===== config.mk =====
export PLATFORM = sky130hd
export DESIGN_NAME = pipe_elastic_reg_flat
export DESIGN_NICKNAME = d
export VERILOG_FILES = /design/src/rtl/pipe_elastic_reg_if.sv /design/src/rtl/pipe_elastic_reg.sv /design/src/flat_wrapper.sv
export SDC_FILE = /design/constraint.sdc
export NUM_CORES = 1
export LEC_CHECK = 0
export ABC_AREA = 1
export BUFFER_PORTS_ARGS = -buffer_cell sky130_fd_sc_hd__buf_2
export CORE_MARGIN = 2
export CORE_UTILIZATION = 54
export DETAILED_ROUTE_END_ITERATION = 6
export PLACE_DENSITY = 0.85
export SLEW_MARGIN = 10
export SYNTH_ARGS = -nofsm -noshare
export SYNTH_HDL_FRONTEND = slang
export SYNTH_SLANG_ARGS = --single-unit

===== constraint.sdc =====
create_clock -name clk -period 4.2 [get_ports clk]
set_input_delay 0.84 -clock clk [delete_from_list [all_inputs] [get_ports clk]]
set_output_delay 0.84 -clock clk [all_outputs]
set_load 0.02 [all_outputs]

===== src/rtl/pipe_elastic_reg_if.sv =====
// pipe_elastic_reg_if: handshake bundle for pipe_elastic_reg.
//
// Groups the upstream (i_*), downstream (o_*) and control (redirect, flush)
// signals of one elastic pipeline register.
//   master : the side that drives i_valid/i_data, o_ready and the controls
//            and observes i_ready, o_valid, o_data, o_count.
//   slave  : the register itself.
// Parameters must match the pipe_elastic_reg instance they connect to.

interface pipe_elastic_reg_if #(
    parameter int DATA_W = 32,
    parameter int DEPTH  = 2
);
    localparam int CNT_W = $clog2(DEPTH + 1);

    logic              i_valid;
    logic              i_ready;
    logic [DATA_W-1:0] i_data;
    logic              o_valid;
    logic              o_ready;
    logic [DATA_W-1:0] o_data;
    logic              redirect_valid;
    logic [DATA_W-1:0] redirect_data;
    logic              flush;
    logic [CNT_W-1:0]  o_count;

    modport master (
        output i_valid, i_data, o_ready, redirect_valid, redirect_data, flush,
        input  i_ready, o_valid, o_data, o_count
    );

    modport slave (
        input  i_valid, i_data, o_ready, redirect_valid, redirect_data, flush,
        output i_ready, o_valid, o_data, o_count
    );
endinterface


===== src/rtl/pipe_elastic_reg.sv =====
// pipe_elastic_reg: elastic pipeline register with redirect/flush.
//
// Holds up to DEPTH words: the output register (o_data) plus a circular skid
// FIFO of DEPTH-1 entries. i_ready, o_valid and o_count are registered and
// computed from the next occupancy, so o_ready never reaches i_ready
// combinationally. Redirect replaces all contents with one word (fetch-PC
// restart); flush empties the block.
//
// Ports:
//   clk, rst_n            clock, synchronous active-low reset
//   bus (slave modport)   i_valid/i_ready/i_data upstream handshake,
//                         o_valid/o_ready/o_data downstream handshake,
//                         redirect_valid/redirect_data, flush, o_count
//   o_stall_cnt           (PIPE_ELASTIC_STATS_EN only) cycles with
//                         i_valid & !i_ready, saturating
//   o_bubble_cnt          (PIPE_ELASTIC_STATS_EN only) cycles with
//                         !o_valid & o_ready, saturating
//
// Optional feature macro: PIPE_ELASTIC_STATS_EN.

module pipe_elastic_reg #(
    parameter int          DATA_W      = 32,
    parameter int          DEPTH       = 2,
    parameter logic [31:0] RESET_VAL   = 32'h8000_0000,
    parameter bit          RESET_VALID = 1'b1
) (
    input  logic clk,
    input  logic rst_n,
    pipe_elastic_reg_if.slave bus
`ifdef PIPE_ELASTIC_STATS_EN
    ,
    output logic [31:0] o_stall_cnt,
    output logic [31:0] o_bubble_cnt
`endif
);
    localparam int CNT_W = $clog2(DEPTH + 1);
    localparam int SKID  = DEPTH - 1;

    // Occupancy classes; count itself is the authoritative state.
    localparam logic [1:0] ST_EMPTY = 2'd0;
    localparam logic [1:0] ST_BUSY  = 2'd1;
    localparam logic [1:0] ST_PART  = 2'd2;
    localparam logic [1:0] ST_FULL  = 2'd3;

    logic [CNT_W-1:0]  count_q, count_next;
    logic              valid_q, ready_q;
    logic [DATA_W-1:0] data_q, data_next;
    logic [1:0]        state;
    logic              overflow;
    logic              insert, remove;
    logic              skid_push, skid_pop, skid_clr;
    logic [DATA_W-1:0] skid_head;

    assign insert = bus.i_valid & ready_q;
    assign remove = valid_q & bus.o_ready;

    // ------------------------------------------------------------------
    // State decode. Counts above DEPTH cannot occur in normal operation;
    // they are treated as EMPTY and the skid pointers are resynchronised.
    // ------------------------------------------------------------------
    always_comb begin
        overflow = (count_q > CNT_W'(DEPTH));
        if (count_q == '0 || overflow)
            state = ST_EMPTY;
        else if (count_q == CNT_W'(1))
            state = ST_BUSY;
        else if (count_q == CNT_W'(DEPTH))
            state = ST_FULL;
        else
            state = ST_PART;
    end

    // ------------------------------------------------------------------
    // Next occupancy and datapath steering.
    // ------------------------------------------------------------------
    always_comb begin
        count_next = count_q;
        data_next  = data_q;
        skid_push  = 1'b0;
        skid_pop   = 1'b0;
        skid_clr   = 1'b0;

        if (bus.redirect_valid) begin
            // Any same-cycle remove has already consumed the old o_data;
            // a same-cycle insert is accepted and dropped.
            skid_clr   = 1'b1;
            data_next  = bus.redirect_data;
            count_next = CNT_W'(1);
        end else if (bus.flush) begin
            skid_clr   = 1'b1;
            count_next = '0;
        end else begin
            case (state)
                ST_EMPTY: begin
                    skid_clr = overflow;
                    if (insert) begin
                        data_next  = bus.i_data;
                        count_next = CNT_W'(1);
                    end else begin
                        count_next = '0;
                    end
                end
                ST_BUSY: begin
                    if (insert && remove) begin
                        // Flow-through: the new word replaces the consumed one.
                        data_next = bus.i_data;
                    end else if (insert) begin
                        skid_push  = 1'b1;
                        count_next = CNT_W'(2);
                    end else if (remove) begin
                        // o_data left as is; o_valid drops.
                        count_next = '0;
                    end
                end
                default: begin
                    // ST_PART / ST_FULL: the skid holds count-1 words.
                    if (remove) begin
                        data_next = skid_head;
                        skid_pop  = 1'b1;
                    end
                    skid_push  = insert;
                    count_next = count_q + CNT_W'(insert) - CNT_W'(remove);
                end
            endcase
        end
    end

    // ------------------------------------------------------------------
    // Output register and registered handshake flags.
    // ------------------------------------------------------------------
    always_ff @(posedge clk) begin
        if (!rst_n) begin
            count_q <= CNT_W'(RESET_VALID);
            valid_q <= RESET_VALID;
            ready_q <= 1'b1;
            data_q  <= DATA_W'(RESET_VAL);
        end else begin
            count_q <= count_next;
            valid_q <= (count_next != '0);
            // Space is guaranteed for one insert on the following cycle.
            ready_q <= (count_next < CNT_W'(DEPTH));
            data_q  <= data_next;
        end
    end

    assign bus.i_ready = ready_q;
    assign bus.o_valid = valid_q;
    assign bus.o_data  = data_q;
    assign bus.o_count = count_q;

    // ------------------------------------------------------------------
    // Skid FIFO. Contents are only meaningful up to count-1 entries, so the
    // storage itself is never cleared; only the pointers are.
    // ------------------------------------------------------------------
    generate
        if (SKID == 1) begin : g_skid_reg
            logic [DATA_W-1:0] skid_q;
            // Single entry: push and pop always target the same register.
            logic unused_skid_ctl;
            assign unused_skid_ctl = skid_pop ^ skid_clr;

            always_ff @(posedge clk) begin
                if (skid_push)
                    skid_q <= bus.i_data;
            end

            assign skid_head = skid_q;
        end else begin : g_skid_ring
            localparam int PTR_W = $clog2(SKID);

            logic [DATA_W-1:0] mem [SKID];
            logic [PTR_W-1:0]  head_q, tail_q;

            // Wrap modulo SKID, which need not be a power of two.
            function automatic logic [PTR_W-1:0] wrap_inc(input logic [PTR_W-1:0] p);
                return (p == PTR_W'(SKID - 1)) ? '0 : p + 1'b1;
            endfunction

            always_ff @(posedge clk) begin
                if (!rst_n || skid_clr) begin
                    head_q <= '0;
                    tail_q <= '0;
                end else begin
                    if (skid_push)
                        tail_q <= wrap_inc(tail_q);
                    if (skid_pop)
                        head_q <= wrap_inc(head_q);
                end
            end

            always_ff @(posedge clk) begin
                if (skid_push)
                    mem[tail_q] <= bus.i_data;
            end

            assign skid_head = mem[head_q];
        end
    endgenerate

`ifdef PIPE_ELASTIC_STATS_EN
    // ------------------------------------------------------------------
    // Saturating stall/bubble counters; only reset clears them.
    // ------------------------------------------------------------------
    always_ff @(posedge clk) begin
        if (!rst_n) begin
            o_stall_cnt  <= '0;
            o_bubble_cnt <= '0;
        end else begin
            if (bus.i_valid && !ready_q && o_stall_cnt != '1)
                o_stall_cnt <= o_stall_cnt + 32'd1;
            if (!valid_q && bus.o_ready && o_bubble_cnt != '1)
                o_bubble_cnt <= o_bubble_cnt + 32'd1;
        end
    end
`endif

endmodule

===== src/flat_wrapper.sv =====
// flat-port wrapper written by rule: the top's interface ports become plain ports
module pipe_elastic_reg_flat 
#(
    parameter int          DATA_W      = 32,
    parameter int          DEPTH       = 2,
    parameter logic [31:0] RESET_VAL   = 32'h8000_0000,
    parameter bit          RESET_VALID = 1'b1
)
  (clk, rst_n, bus_i_valid, bus_i_data, bus_o_ready, bus_redirect_valid, bus_redirect_data, bus_flush, bus_i_ready, bus_o_valid, bus_o_data, bus_o_count);
  pipe_elastic_reg_if #(.DATA_W(DATA_W), .DEPTH(DEPTH)) bus_i ();
  input  logic clk;
  input  logic rst_n;
  input wire logic [$bits(bus_i.i_valid)-1:0] bus_i_valid;
  input wire logic [$bits(bus_i.i_data)-1:0] bus_i_data;
  input wire logic [$bits(bus_i.o_ready)-1:0] bus_o_ready;
  input wire logic [$bits(bus_i.redirect_valid)-1:0] bus_redirect_valid;
  input wire logic [$bits(bus_i.redirect_data)-1:0] bus_redirect_data;
  input wire logic [$bits(bus_i.flush)-1:0] bus_flush;
  output wire logic [$bits(bus_i.i_ready)-1:0] bus_i_ready;
  output wire logic [$bits(bus_i.o_valid)-1:0] bus_o_valid;
  output wire logic [$bits(bus_i.o_data)-1:0] bus_o_data;
  output wire logic [$bits(bus_i.o_count)-1:0] bus_o_count;
  assign bus_i.i_valid = bus_i_valid;
  assign bus_i.i_data = bus_i_data;
  assign bus_i.o_ready = bus_o_ready;
  assign bus_i.redirect_valid = bus_redirect_valid;
  assign bus_i.redirect_data = bus_redirect_data;
  assign bus_i.flush = bus_flush;
  assign bus_i_ready = bus_i.i_ready;
  assign bus_o_valid = bus_i.o_valid;
  assign bus_o_data = bus_i.o_data;
  assign bus_o_count = bus_i.o_count;
  pipe_elastic_reg #(.DATA_W(DATA_W), .DEPTH(DEPTH), .RESET_VAL(RESET_VAL), .RESET_VALID(RESET_VALID)) u_core (.clk(clk), .rst_n(rst_n), .bus(bus_i));
endmodule

==> summary.md, run 1 <==
- portion of the clock cycle consumed by the worst path in the final layout: 60.0%
- top cells by area in the synthesized netlist: sky130_fd_sc_hd__edfxtp_1, sky130_fd_sc_hd__dfxtp_1, sky130_fd_sc_hd__nand2_1
- post-CTS clock slew at the launch and capture registers of the worst setup and hold paths: 0.07 ns
- leading cell type by number of instances after synthesis: sky130_fd_sc_hd__nand2_1
- data required time at the worst endpoint: 4.48 ns
- startpoint-to-endpoint class of the critical path: input pin to flip-flop
- Die Width: 81.0 um
- std cell rows: 28
- root buffer cell: sky130_fd_sc_hd__clkbuf_8
- routed len/inst: 13.8 um
- max-slew violation count: 0
- number of enable flip-flop cells after synthesis: 32
- detailed-route via count: 3071
- Worst Tran Pin Value: 0.711 ns
- share of async-settable or async-resettable flops after synthesis: 0%
- Worst Path Arrival: 2.80 ns
- Final Hold Fails: 0
- Via-to-Cell Ratio: 5.25
- crit start category: input pin
- antenna violations before repair: 0
- global router's overall resource usage: 25.7%
- count of unique library cells instantiated by Yosys: 19
- synthesis-stage register bit count: 68
- number of top-level design ports: 106
- TritonCTS buffer count: 9
- standby leakage power: 1.88 nW
- clock sinks: 68
- number of maximum-capacitance constraint violations: 0
- Period minus WS final: 2.52 ns
- normalized max-slew margin: 52.5%
- Core Box Area: 5820 um^2
- summed instance area of the synthesized netlist: 3200 um^2
- first-iteration detailed-routing DRC count: 167
- hold buffer count at CTS: 0
- combinational family with the most area after synthesis: simple AND/OR/NAND/NOR gates
- area share of and/or/nand/nor cells after synthesis: 32.9%
- Clk Latency, worst-skew pair: 0.34 ns
- Seq/Total Area, Yosys: 52.5%
- Antenna Nets Post-Route: 0
- maximum number of pins on one net before global-route repair: 65
- half-perimeter wire length of the detailed placement result: 5340 um
- achievable clock frequency: 0.397 GHz
- number of buffer cells added on primary ports: 105
- dominant cell type by area after synthesis: sky130_fd_sc_hd__edfxtp_1
- portion of netlist area occupied by mux cells: 0%
- Final setup viols: 0
- number of post-CTS setup repair buffers: 0
- number of optimization iterations in the first detailed-route pass: 4
- area added between synthesis and finish: 22.4%
- Residual DRC: 0
- Synth Area per Inst: 7.79 um^2
- routed wire length: 8060 um
- Setup Total Neg Slack: 0 ns
- xor and xnor fraction of the mapped netlist area: 0%
- complex-gate fraction of the synthesized area: 6.22%
- most common flop cell mapped by yosys: sky130_fd_sc_hd__dfxtp_1
- RSZ-0062 raised after global routing: false
- global-route wire length before repair: 12900 um
- highest fanout seen on the critical path: 32
- Yosys warning total: 0
- number of global-route vias before repair: 2974
- Initial Util: 55.0%
- worst-case vdd ir drop: 212 uV
- Total Nets Final: 580
- run status: finished, final reports clean
- portion of synthesized cell area occupied by the leading cell type: 30.0%
- share of cells above drive strength 1: 25.1%
- HP Class: flip-flop to flip-flop
- adder-cell share of the synthesized area: 1.95%
- die outline height: 81.0 um
- count of non-filler cells in the finished layout: 585
- Clock Skews: 0.00778 ns
- quantity of gates resized following cts: 0
- largest buffer count on any clock path: 2
- placer's final routability congestion estimate: 0.901
- # H-tree levels: 3
- Die Footprint: 6560 um^2
- number of inserted diodes: 0
- Cells after DPL: 569
- TritonCTS clock tree: yes
- number of standard cells after synthesis: 411
- net count of the mapped netlist: 486
- GRT Residual Overflow: 0
- endpoint class of the critical path: flip-flop
- power density over cell area: 403 nW/um^2
- most frequent cells after synthesis: sky130_fd_sc_hd__nand2_1, sky130_fd_sc_hd__nor2_1, sky130_fd_sc_hd__nand3_1
-- through the flow --
stage	hold WS (ns)	instance area [um^2]	worst slack, ns	total power, mW	utilization [%]
detailed placement	0.453	3720	1.36	1.06	64.0
global route	0.483	3920	1.48	1.65	67.4
global placement	0.447	3720	1.50	1.05	64.0
CTS	0.469	3920	1.70	1.59	67.4
finish	0.467	3920	1.68	1.58	67.4
floorplan	0.554	3200	1.88	0.965	-
-- worst paths after layout --
check / from / end / slack, ns / cells past startpoint
max: bus_o_ready / u_core.bus.o_data[1] / 1.68 / 9
min: u_core.bus.o_data[12] / u_core.bus.o_data[12] / 0.47 / 2
max reg2reg: u_core.bus.o_count[0] / u_core.bus.o_data[1] / 1.76 / 9
min reg2reg: u_core.bus.o_data[12] / u_core.bus.o_data[12] / 0.47 / 2
-- cell type report --
class | instances | area [um^2]
Multi-Input combinational cell | 299 | 1320
Timing Repair Buffer | 110 | 563
Clock inverter | 5 | 51.3
Clock buffer | 11 | 141
Sequential cell | 68 | 1680
Tap cell | 75 | 93.8
Fill cell | 476 | 1900
Inverter | 17 | 63.8
-- where the power goes --
group          total [mW]  switching, mW  internal [mW]
Sequential          0.759         0.0202          0.738
Clock               0.530          0.243          0.287
Combinational       0.292          0.188          0.104
Total                1.58          0.452           1.13
-- worst max-delay path, stage by stage --
cell and delay [ns]:
sky130_fd_sc_hd__buf_2 0.07, sky130_fd_sc_hd__nand2_1 0.14, sky130_fd_sc_hd__nor2_1 0.19, sky130_fd_sc_hd__nor2_1 0.09, sky130_fd_sc_hd__nor2_4 0.57, sky130_fd_sc_hd__nand2_1 0.17
sky130_fd_sc_hd__inv_2 0.47, sky130_fd_sc_hd__nor2_1 0.13, sky130_fd_sc_hd__nor2_1 0.10
-- routing by layer --
metal	global-route usage (%)	vias up	wire length, um
li1	-	1529	-
met1	31.2	1395	3430
met2	43.8	131	3830
met3	5.22	16	641
met4	12.0	0	159
met5	0	-	0
-- registers in the layout (all words and copies together) (netlist names) --
signal                    count
u_core.bus.i_ready            1
u_core.g_skid_reg.skid_q     32
u_core.bus.o_valid            1
u_core.bus.o_count            2
u_core.bus.o_data            32
-- cell usage in the layout (no fill, tap or decap), types with 10 or more instances in the layout --
cell type                  instances
sky130_fd_sc_hd__nand3_1          66
sky130_fd_sc_hd__dfxtp_1          36
sky130_fd_sc_hd__o21ai_0          33
sky130_fd_sc_hd__edfxtp_1         32
sky130_fd_sc_hd__nand2_1         116
sky130_fd_sc_hd__nor2_1           72
sky130_fd_sc_hd__inv_1            14
sky130_fd_sc_hd__clkbuf_8         10
sky130_fd_sc_hd__buf_2           105
-- cells by family (layout without fill, tap and decap cells) --
kind of cell / Yosys count / count (layout)
buffers and inverters: 44 / 143
AND/OR/NAND/NOR: 256 / 256
flip-flops: 68 / 68
adder cells (fa/ha/maj): 5 / 5
AO/OA/AOI/OAI: 38 / 38
No activity file was read; power rests on OpenSTA's default activity.
==> run 2: changes to the inputs <==
CORE_UTILIZATION = 50   (was 54)
PLACE_DENSITY = 0.79   (was 0.85)
clock period = 2.55 ns   (was 4.2 ns; I/O delays follow)
==> summary.md, run 2 (synthesis gave the netlist of run 1 again) <==
- run status: finished, final reports clean, unchanged
- pre-CTS WS: 0.421 ns, was 1.36 ns
- Period minus WS final: 1.95 ns
- final worst hold slack: 0.358 ns, was 0.467 ns
- area added between synthesis and finish: 23.1%, was 22.4%
- crit start category: flip-flop, was input pin
- maximum number of pins on one net before global-route repair: 37, was 65
- Residual DRC: 0, unchanged
- Die Footprint: 7060 um^2, was 6560 um^2
- Worst Tran Pin Value: 0.697 ns, was 0.711 ns
- antenna violations before repair: 0, unchanged
- Core Box Area: 6280 um^2, was 5820 um^2
- number of top-level design ports: 106, unchanged
- number of maximum-capacitance constraint violations: 0, unchanged
- detailed-route via count: 3090, was 3071
- normalized max-slew margin: 53.5%, was 52.5%
- # H-tree levels: 3, unchanged
- clock sinks: 68, unchanged
- area occupied by multi-input gates: 1320 um^2, unchanged
- most common cell after layout, fill and taps aside: sky130_fd_sc_hd__nand2_1, unchanged
- Via-to-Cell Ratio: 5.23, was 5.25
- Setup Total Neg Slack: 0 ns, unchanged
- global-route wire length before repair: 13600 um, was 12900 um
- number of inserted diodes: 0, unchanged
- root buffer cell: sky130_fd_sc_hd__clkbuf_8, unchanged
- number of fill cells in the layout: 568, was 476
- placer's final routability congestion estimate: 0.825, was 0.901
- Clock Skews: 0.00714 ns, was 0.00778 ns
- critical path, cell by cell: inv_1, ha_1, inv_1, nor3_1, nor2_4, nand2_1, inv_2, nand2_1, nand3_1, was buf_2, nand2_1, nor2_1, nor2_1, nor2_4, nand2_1, inv_2, nor2_1, nor2_1
- post-CTS clock slew at the launch and capture registers of the worst setup and hold paths: 0.07 ns, about the same
- Final setup viols: 0, unchanged
- portion of the clock cycle consumed by the worst path in the final layout: 76.4%
- first-iteration detailed-routing DRC count: 175, was 167
- delay of the slowest cell on the worst path: 0.41 ns, was 0.57 ns
- TritonCTS buffer count: 9, unchanged
- global router's overall resource usage: 24.3%, was 25.7%
- number of optimization iterations in the first detailed-route pass: 4, unchanged
- data required time at the worst endpoint: 2.74 ns, was 4.48 ns
- Worst Path Arrival: 2.14 ns, was 2.80 ns
- Clk Latency, worst-skew pair: 0.34 ns, about the same
- share of cells above drive strength 1: 25.7%, was 25.1%
- die outline height: 84.0 um, was 81.0 um
- HP Class: input pin to flip-flop, was flip-flop to flip-flop
- standby leakage power: 1.90 nW, was 1.88 nW
- slowest library cell on the worst path: sky130_fd_sc_hd__dfxtp_1, was sky130_fd_sc_hd__nor2_4
- RSZ-0062 raised after global routing: false, unchanged
- std cell rows: 29, was 28
- GRT Residual Overflow: 0, unchanged
- highest fanout seen on the critical path: 32, unchanged
- Antenna Nets Post-Route: 0, unchanged
- routed wire length: 8260 um, was 8060 um
- worst setup margin: 0.603 ns, was 1.68 ns
- max-slew violation count: 0, unchanged
- Initial Util: 51.0%, was 55.0%
- achievable clock frequency: 0.514 GHz
- commonest non-fill, non-tap cells in the layout: sky130_fd_sc_hd__nand2_1, sky130_fd_sc_hd__buf_2, sky130_fd_sc_hd__nor2_1, unchanged
- Die Width: 84.0 um, was 81.0 um
- power density over cell area: 656 nW/um^2, was 403 nW/um^2
- TritonCTS clock tree: yes, unchanged
- hold buffer count at CTS: 0, unchanged
- overall power consumption: 2.59 mW, was 1.58 mW
- post-layout utilization of the core: 62.8%, was 67.4%
- startpoint-to-endpoint class of the critical path: flip-flop to flip-flop, was input pin to flip-flop
- footprint of the flip-flops and latches: 1680 um^2, unchanged
- largest buffer count on any clock path: 2, unchanged
- half-perimeter wire length of the detailed placement result: 5490 um, was 5340 um
- number of post-CTS setup repair buffers: 0, unchanged
- worst-case vdd ir drop: 386 uV, was 212 uV
- endpoint class of the critical path: flip-flop, unchanged
- number of global-route vias before repair: 2988, was 2974
- Total Nets Final: 584, was 580
- routed len/inst: 14.0 um, was 13.8 um
- number of buffer cells added on primary ports: 105, unchanged
- Final Hold Fails: 0, unchanged
- quantity of gates resized following cts: 0, unchanged
## run 2: cell count changes in the layout (fill, tap and decap cells not counted)
| cell | before | now |
|---|---|---|
| sky130_fd_sc_hd__clkbuf_1 | 1 | 2 |
| sky130_fd_sc_hd__buf_4 | 5 | 9 |
| sky130_fd_sc_hd__clkbuf_8 | 10 | 9 |
| sky130_fd_sc_hd__clkinv_1 | 2 | 1 |
| sky130_fd_sc_hd__clkinv_2 | 2 | 3 |
## run 2: routing by layer
layer	vias to the layer above	part of all wire [%]	global-route usage [%]
met2	127	48	41.7
met4	0	1.2	8.65
met1	1414	42	29.4
met3	12	8.3	6.33
li1	1537	-	-
met5	-	0	0
## run 2: critical path: cells and delay by family, from the launching register on
kind	cells	cell delay [ns]
AND/OR/NAND/NOR	5	0.68
flip-flops	1	0.41
buffers and inverters	3	0.39
adder cells (fa/ha/maj)	1	0.30
## run 2: path summary, 6_finish.rpt
| kind | startpoint | endpoint | slack (ns) | cells past startpoint |
|---|---|---|---|---|
| setup reg to reg | u_core.bus.o_count[0] | u_core.bus.o_data[31] | 0.60 | 9 |
| setup / recovery | u_core.bus.o_count[0] | u_core.bus.o_data[31] | 0.60 | 9 |
| hold reg to reg | u_core.bus.o_data[2] | u_core.bus.o_data[2] | 0.46 | 2 |
| hold / removal | bus_i_data[3] | u_core.g_skid_reg.skid_q[3] | 0.36 | 1 |
## run 2: area by class of cell
type / instances / share of cell area (%)
clock buffer: 11 / 3.33
clock inverter: 5 / 1.33
inverter: 17 / 1.62
multi-input combinational: 299 / 33.6
sequential: 68 / 42.7
tap: 77 / 2.44
timing repair buffer: 114 / 15.0
## run 2: power breakdown
group / internal, mW / switching [mW]
registers: 1.22 / 0.0334
clock network: 0.447 / 0.401
logic: 0.175 / 0.313
## run 2: per-stage QoR
step / area, um^2 / std cells
2_1_floorplan: 3200 / 411
3_3_place_gp: 3760 / 575
3_5_place_dp: 3760 / 575
4_1_cts: 3940 / 591
5_1_grt: 3940 / 591
6_report: 3940 / 591
==> run 3: changes to the inputs <==
ABC_AREA = 0   (was 1)
CORE_UTILIZATION = 45   (was 50)
PLACE_DENSITY = 0.75   (was 0.79)
clock period = 1.75 ns   (was 2.55 ns; I/O delays follow)
==> summary.md, run 3 <==
- Final setup viols: 1, was 0
- die outline height: 88.1 um, was 84.0 um
- achievable clock frequency: 0.520 GHz, was 0.514 GHz
- TritonCTS clock tree: yes, unchanged
- delay of the slowest cell on the worst path: 0.48 ns, was 0.41 ns
- Via-to-Cell Ratio: 5.10, was 5.23
- Initial Util: 46.6%, was 51.0%
- standby leakage power: 1.67 nW, was 1.90 nW
- Antenna Nets Post-Route: 0, unchanged
- worst-case vdd ir drop: 547 uV, was 386 uV
- half-perimeter wire length of the detailed placement result: 5290 um, was 5490 um
- # H-tree levels: 3, unchanged
- startpoint-to-endpoint class of the critical path: flip-flop to flip-flop, unchanged
- xor and xnor fraction of the mapped netlist area: 0.708%, was 0%
- root buffer cell: sky130_fd_sc_hd__clkbuf_8, unchanged
- Clock Skews: 0.00939 ns, was 0.00714 ns
- family of cells with the greatest summed delay on the critical path: simple AND/OR/NAND/NOR gates, unchanged
- HP Class: input pin to flip-flop, unchanged
- number of standard cells after synthesis: 321, was 411
- Setup Total Neg Slack: -0.173 ns, was 0 ns
- max-slew violation count: 0, unchanged
- Total Nets Final: 508, was 584
- area share of and/or/nand/nor cells after synthesis: 11.3%, was 32.9%
- clock sinks: 68, unchanged
- leading cell type by number of instances after synthesis: sky130_fd_sc_hd__nand2_1, unchanged
- cell internal pwr: 2.83 mW, was 1.84 mW
- number of inserted diodes: 0, unchanged
- Clk Latency, worst-skew pair: 0.35 ns, was 0.34 ns
- first-iteration detailed-routing DRC count: 150, was 175
- share of async-settable or async-resettable flops after synthesis: 0%, unchanged
- Residual DRC: 0, unchanged
- routed wire length: 7560 um, was 8260 um
- adder-cell share of the synthesized area: 2.32%, was 1.95%
- sequential share of power: 46.9%, was 48.3%
- post-CTS clock slew at the launch and capture registers of the worst setup and hold paths: 0.08 ns, was 0.07 ns
- largest buffer count on any clock path: 2, unchanged
- Comb power frac: 15.6%, was 18.9%
- complex-gate fraction of the synthesized area: 18.8%, was 6.22%
- share of cells above drive strength 1: 37.0%, was 25.7%
- normalized max-slew margin: 68.5%, was 53.5%
- global router's overall resource usage: 20.4%, was 24.3%
- highest fanout seen on the critical path: 2, was 32
- worst path buffer plus inverter count: 2, was 3
- data required time at the worst endpoint: 1.96 ns, was 2.74 ns
- Most common cell on crit path: sky130_fd_sc_hd__ha_4
- GRT Residual Overflow: 0, unchanged
- detailed-route via count: 2723, was 3090
- number of enable flip-flop cells after synthesis: 32, unchanged
- dominant cell type by area after synthesis: sky130_fd_sc_hd__edfxtp_1, unchanged
- portion of netlist area occupied by mux cells: 10.1%, was 0%
- switching share of power: 25.2%, was 28.9%
- most common flop cell mapped by yosys: sky130_fd_sc_hd__dfxtp_1, unchanged
- part of the total power dissipated in the clock network: 37.5%, was 32.8%
- Sw Pwr: 0.953 mW, was 0.748 mW
- most frequent cells after synthesis: sky130_fd_sc_hd__nand2_1, sky130_fd_sc_hd__o21ai_0, sky130_fd_sc_hd__dfxtp_1, was sky130_fd_sc_hd__nand2_1, sky130_fd_sc_hd__nor2_1, sky130_fd_sc_hd__nand3_1
- number of maximum-capacitance constraint violations: 0, unchanged
- Synth Area per Inst: 9.91 um^2, was 7.79 um^2
- net count of the mapped netlist: 396, was 486
- Core Box Area: 6830 um^2, was 6280 um^2
- std cell rows: 30, was 29
- RSZ-0062 raised after global routing: true, was false
- Seq/Total Area, Yosys: 52.9%, was 52.5%
- top cells by area in the synthesized netlist: sky130_fd_sc_hd__edfxtp_1, sky130_fd_sc_hd__dfxtp_1, sky130_fd_sc_hd__mux2i_1, was sky130_fd_sc_hd__edfxtp_1, sky130_fd_sc_hd__dfxtp_1, sky130_fd_sc_hd__nand2_1
- run status: complete, but fails checks, was finished, final reports clean
- Yosys warning total: 0, unchanged
- Worst Tran Pin Value: 0.461 ns, was 0.697 ns
- endpoint class of the critical path: flip-flop, unchanged
- TritonCTS buffer count: 9, unchanged
- slowest library cell on the worst path: sky130_fd_sc_hd__or4_1, was sky130_fd_sc_hd__dfxtp_1
- placer's final routability congestion estimate: 0.788, was 0.825
- overall power consumption: 3.79 mW, was 2.59 mW
- number of global-route vias before repair: 2577, was 2988
- number of optimization iterations in the first detailed-route pass: 5, was 4
- number of top-level design ports: 106, unchanged
- area added between synthesis and finish: 34.9%, was 23.1%
- worst setup margin: -0.173 ns, was 0.603 ns
- critical path, cell by cell: nand2_4, inv_4, ha_4, inv_2, ha_4, xnor3_1, nor2b_1, a22o_1, or4_1, was inv_1, ha_1, inv_1, nor3_1, nor2_4, nand2_1, inv_2, nand2_1, nand3_1
- routed len/inst: 14.2 um, was 14.0 um
- combinational family with the most area after synthesis: compound AO/OA/AOI/OAI gates, was simple AND/OR/NAND/NOR gates
- count of unique library cells instantiated by Yosys: 33, was 19
- portion of synthesized cell area occupied by the leading cell type: 30.2%, was 30.0%
- Worst Path Arrival: 2.13 ns, was 2.14 ns
- most common cell after layout, fill and taps aside: sky130_fd_sc_hd__buf_2, was sky130_fd_sc_hd__nand2_1
- power density over cell area: 882 nW/um^2, was 656 nW/um^2
- summed instance area of the synthesized netlist: 3180 um^2, was 3200 um^2
- number of buffer cells added on primary ports: 105, unchanged
- failing checks: negative setup slack
- global-route wire length before repair: 12200 um, was 13600 um
- Die Footprint: 7760 um^2, was 7060 um^2
- portion of the clock cycle consumed by the worst path in the final layout: 110%, was 76.4%
- commonest non-fill, non-tap cells in the layout: sky130_fd_sc_hd__buf_2, sky130_fd_sc_hd__nand2_1, sky130_fd_sc_hd__o21ai_0, was sky130_fd_sc_hd__nand2_1, sky130_fd_sc_hd__buf_2, sky130_fd_sc_hd__nor2_1
- Period minus WS final: 1.92 ns, was 1.95 ns
- antenna violations before repair: 0, unchanged
- crit start category: flip-flop, unchanged
- number of fill cells in the layout: 606, was 568
- Die Width: 88.1 um, was 84.0 um
- maximum number of pins on one net before global-route repair: 67, was 37
- Final Hold Fails: 0, unchanged
- synthesis-stage register bit count: 68, unchanged
run 3: cell count changes after synthesis, sizes merged, moves of 7 or more:
cell / previous run / this run
buf: 14 / 7
clkbuf: 13 / 21
inv: 16 / 4
mux2i: 0 / 32
nand2: 116 / 65
nand3: 66 / 0
nor2: 73 / 3
o211ai: 0 / 31
o21ai: 33 / 62
run 3: metrics by stage:
stage	utilization, %	instance area (um^2)	instances	worst slack [ns]	hold WS [ns]
2_1_floorplan	-	3240	321	-0.165	0.449
3_3_place_gp	58.1	3970	516	-0.290	0.436
3_5_place_dp	58.1	3970	516	-0.341	0.449
4_1_cts	61.7	4220	532	-0.177	0.172
5_1_grt	62.8	4290	534	-0.217	0.170
6_report	62.8	4290	534	-0.173	0.187
run 3: cell families after synthesis:
logic type | count (synthesis)
adder cells (fa/ha/maj) | 6
buffers and inverters | 32
flip-flops | 68
multiplexers | 32
AO/OA/AOI/OAI | 101
XOR/XNOR | 1
AND/OR/NAND/NOR | 81
run 3: layout make-up:
class	count	area, um^2	share of cell area (%)
sequential	68	1690	39.4
tap	96	120	2.80
clock inverter	5	75.1	1.75
timing repair buffer	129	777	18.1
clock buffer	11	141	3.29
multi-input combinational	221	1470	34.2
inverter	4	20.0	0.466
run 3: power by group through the flow:
stage | clock [mW] | combinational, mW | sequential, mW
2_1_floorplan | 0 | 0.234 | 1.88
3_3_place_gp | 0 | 0.539 | 1.81
3_5_place_dp | 0 | 0.551 | 1.81
4_1_cts | 1.45 | 0.565 | 1.77
5_1_grt | 1.52 | 0.657 | 1.78
6_report | 1.42 | 0.590 | 1.78
run 3: worst paths after layout:
kind	end	slack, ns	depth (start not counted)	start
worst max register to register	u_core.bus.o_valid	-0.17	9	u_core.bus.o_valid
worst max-delay path	u_core.bus.o_valid	-0.17	9	u_core.bus.o_valid
worst min-delay path	u_core.g_skid_reg.skid_q[16]	0.19	1	bus_i_data[16]
worst min register to register	u_core.bus.o_data[28]	0.45	2	u_core.bus.o_data[28]
run 3: worst register-to-register path: stages, from the launching register on:
cell	delay [ns]
sky130_fd_sc_hd__dfxtp_4	0.35
sky130_fd_sc_hd__nand2_4	0.06
sky130_fd_sc_hd__inv_4	0.03
sky130_fd_sc_hd__ha_4	0.24
sky130_fd_sc_hd__inv_2	0.04
sky130_fd_sc_hd__ha_4	0.14
sky130_fd_sc_hd__xnor3_1	0.19
sky130_fd_sc_hd__nor2b_1	0.05
sky130_fd_sc_hd__a22o_1	0.21
sky130_fd_sc_hd__or4_1	0.48
run 3: layer usage:
layer,up-vias,wire [um],track usage [%]
li1,1394,-,-
met1,1231,3480,27.1
met2,84,3450,31.0
met3,14,478,6.22
met4,0,162,9.09
met5,-,0,0
run 3: what timing repair did:
action / CTS / global route
resized for setup: 6 / 33
pin swaps: 2 / 3
hold buffers: 0 / 0
setup buffers: 0 / 0
endpoints found under the setup margin: 33 / 35
gates cloned: 0 / 2
